`config.mk`:
```
export PLATFORM = sky130hd
export DESIGN_NAME = i2c_scl_gen
export DESIGN_NICKNAME = d
export VERILOG_FILES = /design/src/rtl/i2c_scl_gen.sv
export SDC_FILE = /design/constraint.sdc
export NUM_CORES = 1
export LEC_CHECK = 0
export ABC_AREA = 1
export ABC_CLOCK_PERIOD_IN_PS = 2100
export CAP_MARGIN = 10
export CORE_ASPECT_RATIO = 0.6
export CORE_MARGIN = 8
export CORE_UTILIZATION = 50
export DETAILED_ROUTE_END_ITERATION = 10
export GPL_ROUTABILITY_DRIVEN = 0
export PLACE_DENSITY = 0.7
export SLEW_MARGIN = 20
export SYNTH_ARGS = -nofsm -noshare
export SYNTH_HDL_FRONTEND = slang
export SYNTH_SLANG_ARGS = --single-unit
```
`constraint.sdc`:
```
create_clock -name ref_clk -period 2.1 [get_ports ref_clk]
set_input_delay 0.315 -clock ref_clk [delete_from_list [all_inputs] [get_ports ref_clk]]
set_output_delay 0.315 -clock ref_clk [all_outputs]
set_load 0.02 [all_outputs]
```
`src/rtl/i2c_scl_gen.sv`:
```
// rtl/i2c_scl_gen.sv - runtime-programmable I2C SCL generator with stretch detect and phase strobes
// Optional stretch timeout: define I2C_SCL_STRETCH_TIMEOUT_EN.
module i2c_scl_gen #(
  parameter int CNT_W       = 16,
  parameter int TIMEOUT_CYC = 65535
) (
  input  logic             ref_clk,
  input  logic             reset,
  input  logic             enable,
  input  logic [CNT_W-1:0] half_period,
  input  logic             scl_in,
  output logic             scl_out,
  output logic             scl_fall_stb,
  output logic             scl_rise_stb,
  output logic             drive_stb,
  output logic             sample_stb,
  output logic             stretching,
  output logic             busy,
  output logic             timeout
);

  typedef enum logic [1:0] {IDLE, LOW, WAIT_HIGH, HIGH} state_t;

  state_t           state;
  logic [CNT_W-1:0] cnt;
  logic [CNT_W-1:0] hl;
  logic [CNT_W-1:0] hl_new;
  logic [CNT_W-1:0] hl_half;
  logic [CNT_W-1:0] hl_last;
  logic [CNT_W-1:0] cnt_inc;

  // Half periods below 4 would collapse the mid-phase strobes onto the edges.
  assign hl_new  = (half_period < CNT_W'(4)) ? CNT_W'(4) : half_period;
  assign hl_half = hl >> 1;
  assign hl_last = hl - 1'b1;
  assign cnt_inc = cnt + 1'b1;

`ifdef I2C_SCL_STRETCH_TIMEOUT_EN
  logic        timeout_q;
  logic [31:0] stretch_cnt;
  assign timeout = timeout_q;
`else
  localparam int unused_timeout_cyc = TIMEOUT_CYC;
  assign timeout = 1'b0;
`endif

  always_ff @(posedge ref_clk) begin
    if (reset) begin
      state        <= IDLE;
      cnt          <= '0;
      hl           <= CNT_W'(4);
      scl_out      <= 1'b1;
      scl_fall_stb <= 1'b0;
      scl_rise_stb <= 1'b0;
      drive_stb    <= 1'b0;
      sample_stb   <= 1'b0;
      stretching   <= 1'b0;
      busy         <= 1'b0;
`ifdef I2C_SCL_STRETCH_TIMEOUT_EN
      timeout_q    <= 1'b0;
      stretch_cnt  <= '0;
`endif
    end else begin
      scl_fall_stb <= 1'b0;
      scl_rise_stb <= 1'b0;
      drive_stb    <= 1'b0;
      sample_stb   <= 1'b0;
      case (state)
        IDLE: begin
          scl_out    <= 1'b1;
          stretching <= 1'b0;
          cnt        <= '0;
`ifdef I2C_SCL_STRETCH_TIMEOUT_EN
          if (!enable) timeout_q <= 1'b0;
          if (enable && !timeout_q) begin
`else
          if (enable) begin
`endif
            state        <= LOW;
            scl_out      <= 1'b0;
            hl           <= hl_new;
            scl_fall_stb <= 1'b1;
            busy         <= 1'b1;
          end
        end
        LOW: begin
          if (cnt == hl_last) begin
            state   <= WAIT_HIGH;
            scl_out <= 1'b1;
            cnt     <= '0;
`ifdef I2C_SCL_STRETCH_TIMEOUT_EN
            stretch_cnt <= '0;
`endif
          end else begin
            cnt       <= cnt_inc;
            drive_stb <= (cnt_inc == hl_half);
          end
        end
        WAIT_HIGH: begin
          if (scl_in) begin
            state        <= HIGH;
            cnt          <= '0;
            scl_rise_stb <= 1'b1;
            stretching   <= 1'b0;
`ifdef I2C_SCL_STRETCH_TIMEOUT_EN
          end else if (stretch_cnt == 32'(TIMEOUT_CYC - 1)) begin
            state      <= IDLE;
            busy       <= 1'b0;
            stretching <= 1'b0;
            timeout_q  <= 1'b1;
          end else begin
            stretch_cnt <= stretch_cnt + 1'b1;
            stretching  <= 1'b1;
          end
`else
          end else begin
            stretching <= 1'b1;
          end
`endif
        end
        HIGH: begin
          if (cnt == hl_last) begin
            // Re-sampled enable here lets back-to-back cycles run with no idle gap.
            if (enable) begin
              state        <= LOW;
              scl_out      <= 1'b0;
              cnt          <= '0;
              hl           <= hl_new;
              scl_fall_stb <= 1'b1;
            end else begin
              state <= IDLE;
              busy  <= 1'b0;
              cnt   <= '0;
            end
          end else begin
            cnt        <= cnt_inc;
            sample_stb <= (cnt_inc == hl_half);
          end
        end
        default: state <= IDLE;
      endcase
    end
  end

endmodule

```
==> results.cfg, run 1 <==
[status]
status = finished, final reports clean

[worst_setup_path]
r2r-start = hl[1]
r2r_slack_ns = 0.04
path_cells = inv_4 -> ha_4 -> nand2_4 -> nor2_4 -> nand3_2 -> nand2_1 -> nand2_1 -> nor2_2 -> nand2_2 -> nor2_4 -> nand4_4 -> buf_12 -> a21oi_1 -> nor2_1
cpMaxStageDelayCell = dfxtp_4
path_max_fanout = 6
r2r_cells = 14
crit_path_end_kind = flip-flop
required_ns = 2.30
reg2reg_to = hl[4]
cp.arrival_ns = 2.26
crit_path_start_kind = flip-flop
slowest_delay_ns = 0.37
critical_path_class = flip-flop to flip-flop

[route]
drc = 0
wl_per_cell_um = 14.2
drtIter0Drc = 284
antenna_left = 0
vias_per_cell = 5.30
finalWirelength_mm = 8.96
dr.pass1.iters = 5
vias = 3334

[global_route]
grt_pass1_vias = 2931
antenna_found_initial = 0
grt_max_degree = 23
grt_pass1_wl_mm = 14.2
grt_use_total = 0.184
overflow = 0

[clocking]
cts_buffers = 5
ctsRootBufferMaster = clkbuf_8
clock_path_buffers = 2
cts_max_level = 2
worstSkewPairLatency_ns = 0.31
cts_tree = yes
clkTransAtPathRegs_ns = 0.08
clkSinkCount = 41
cts_hold_buf = 0

[timing]
setup_viol = 0
rsz0062_at_grt = true
hold_viol = 0
fmax_ghz = 0.485
finalClockSkew_ns = 0.00370
worst_slack_ns = 0.0378
final.setup.tns_ns = 0
whs_ns = 0.473
min_period_ns = 2.06
timing.final.crit_share = 0.982
report.final.slew_viol_count = 0

[worst_hold_path]
hold_depth = 2
min_to = scl_out
holdCritPathClass = flip-flop to flip-flop
min_from = scl_out

[finish]
fin_nets = 570
antenna_cells = 0
layout_commonest_cell = nand2_1
area_growth_pct = 26.2
final_cell_mix = nand2_1 (133), inv_1 (57), nor2_1 (53)
drive_gt1_frac = 0.211

[synthesis]
synthArstFlopShare = 0
synth.net_count = 523
synth_cells = 497
yosysWarnings = 0
synth.distinct_cells = 34
syn_area_per_cell_um2 = 6.42
ys_ff_latch = 41
synth_edf_count = 0
synth_area_mm2 = 0.00319
ys.flop_type = dfxtp_1
yosysSeqAreaShare = 0.257

[place]
dpl.hpwl_mm = 6.65
port_buffers = 26
dpl_worst_slack_ns = -0.0914

[pwr]
intPower_mw = 2.11
switching_share = 0.477
power.leakage_nw = 1.86
total_power_mw = 4.03
powerDensity_mw_per_mm2 = 1000
p_seq_frac = 0.289
pwr-share-clk = 0.132
irDropWorstVdd_mv = 0.720
combPwrFrac = 0.579
p_sw_mw = 1.92

[floorplanning]
core_mm2 = 0.00614
ios = 28
fp.dieW_um = 119
die_h_um = 77.9
initial_utilization = 0.520
fp-row-count = 22
dieArea_mm2 = 0.00927

[flow_run]
drv_cap = 0
## worst max-delay path by stage
stage,startpoint,endpoint,slack [ns],cells past startpoint
after detailed placement,hl[1],hl[10],-0.09,14
after CTS,hl[1],hl[7],0.03,10
after global routing,hl[1],hl[3],-0.11,15
after global placement,hl[1],hl[10],0.02,14
after floorplan,hl[1],hl[10],0.19,12
final,hl[1],hl[4],0.04,14
## what timing repair did
action / CTS / global route
pin swaps: 1 / 17
endpoints found under the setup margin: 19 / 39
cloned: 0 / 2
setup buffers: 0 / 6
gates resized for setup: 4 / 54
## cells by family (layout without fill, tap and decap cells)
logic type | Yosys count | in the layout | synth area share
other | 1 | 1 | 0.00118
xor gates and xnor gates | 29 | 29 | 0.0949
and+or+nand+nor | 293 | 293 | 0.440
DFF | 41 | 41 | 0.257
adders and majority gates | 6 | 6 | 0.0235
AOI/OAI and AO/OA | 46 | 46 | 0.0745
buffers and inverters | 81 | 129 | 0.109
## metal layers
metal  vias to the layer above  share of wire  GRT usage
met2                       110           0.44      0.284
met3                        14          0.069     0.0455
met1                      1546           0.48      0.254
met5                         -              0          0
met4                         0          0.012     0.0402
li1                       1664              -          -
## power by group through the flow
stage	Clock, mW	Combinational (mW)	Sequential (mW)
2_1_floorplan	0	1.52	1.11
3_3_place_gp	0	2.00	1.14
3_5_place_dp	0	2.04	1.15
4_1_cts	0.546	2.06	1.13
5_1_grt	0.575	2.56	1.18
6_report	0.533	2.33	1.16
## critical path: cells and delay by family (launching register included)
family | cells | cell delay (ns)
buffers and inverters | 2 | 0.28
flip-flops | 1 | 0.37
AND/OR/NAND/NOR | 10 | 1.00
AO/OA/AOI/OAI | 1 | 0.12
adder cells (fa/ha/maj) | 1 | 0.16
## cells in the mapped netlist, types with 2 or more instances
cell        n  area [um^2]
xor2_1     14          123
inv_2       4         15.0
nand4_1    22          138
o21bai_1    3         22.5
xnor3_1     3         67.6
nand3b_1    5         37.5
dfxtp_1    41          821
nand3_2    10          100
o21ai_0    10         50.1
nand3_1    30          150
buf_4       4         30.0
buf_2       4         20.0
nand2_2     4         25.0
inv_1      58          218
buf_6       3         33.8
a21oi_1    32          160
clkbuf_1    7         26.3
xnor2_1    11         96.3
nor2_1     61          229
ha_1        6         75.1
nor2_4      4         45.0
nand2_4     2         22.5
nor3_1      3         15.0
nor2_2      7         43.8
nand2_1   140          526
## flip-flops by register name, indices dropped and copies added, names as in the netlist
| signal | cells |
|---|---|
| scl_rise_stb | 1 |
| busy | 1 |
| scl_out | 1 |
| cnt | 16 |
| hl | 16 |
| state | 2 |
| sample_stb | 1 |
| scl_fall_stb | 1 |
| stretching | 1 |
| drive_stb | 1 |
## cell type report
class / count / area (um^2)
repair buffers: 58 / 568
well taps: 84 / 105
inverters: 63 / 241
flip-flops and latches: 41 / 841
clock buffers: 5 / 68.8
multi-input cells: 375 / 2180
fillers: 537 / 2110
clock inverters: 3 / 17.5
## through the flow
step / utilization / cell area, um^2 / instances
2_1_floorplan: - / 3190 / 497
3_3_place_gp: 0.595 / 3650 / 613
3_5_place_dp: 0.595 / 3650 / 613
4_1_cts: 0.610 / 3750 / 621
5_1_grt: 0.656 / 4020 / 629
6_report: 0.656 / 4020 / 629
(Power assumes the default switching activity.)
==> run 2, diff against run 1 <==
--- a/config.mk
+++ b/config.mk
@@ -6,7 +6,6 @@
 export NUM_CORES = 1
 export LEC_CHECK = 0
 export ABC_AREA = 1
-export ABC_CLOCK_PERIOD_IN_PS = 2100
 export CAP_MARGIN = 10
 export CORE_ASPECT_RATIO = 0.6
 export CORE_MARGIN = 8
==> results of run 2 <==
Same layout as run 1: the final DEF is identical, and so are final timing and power.
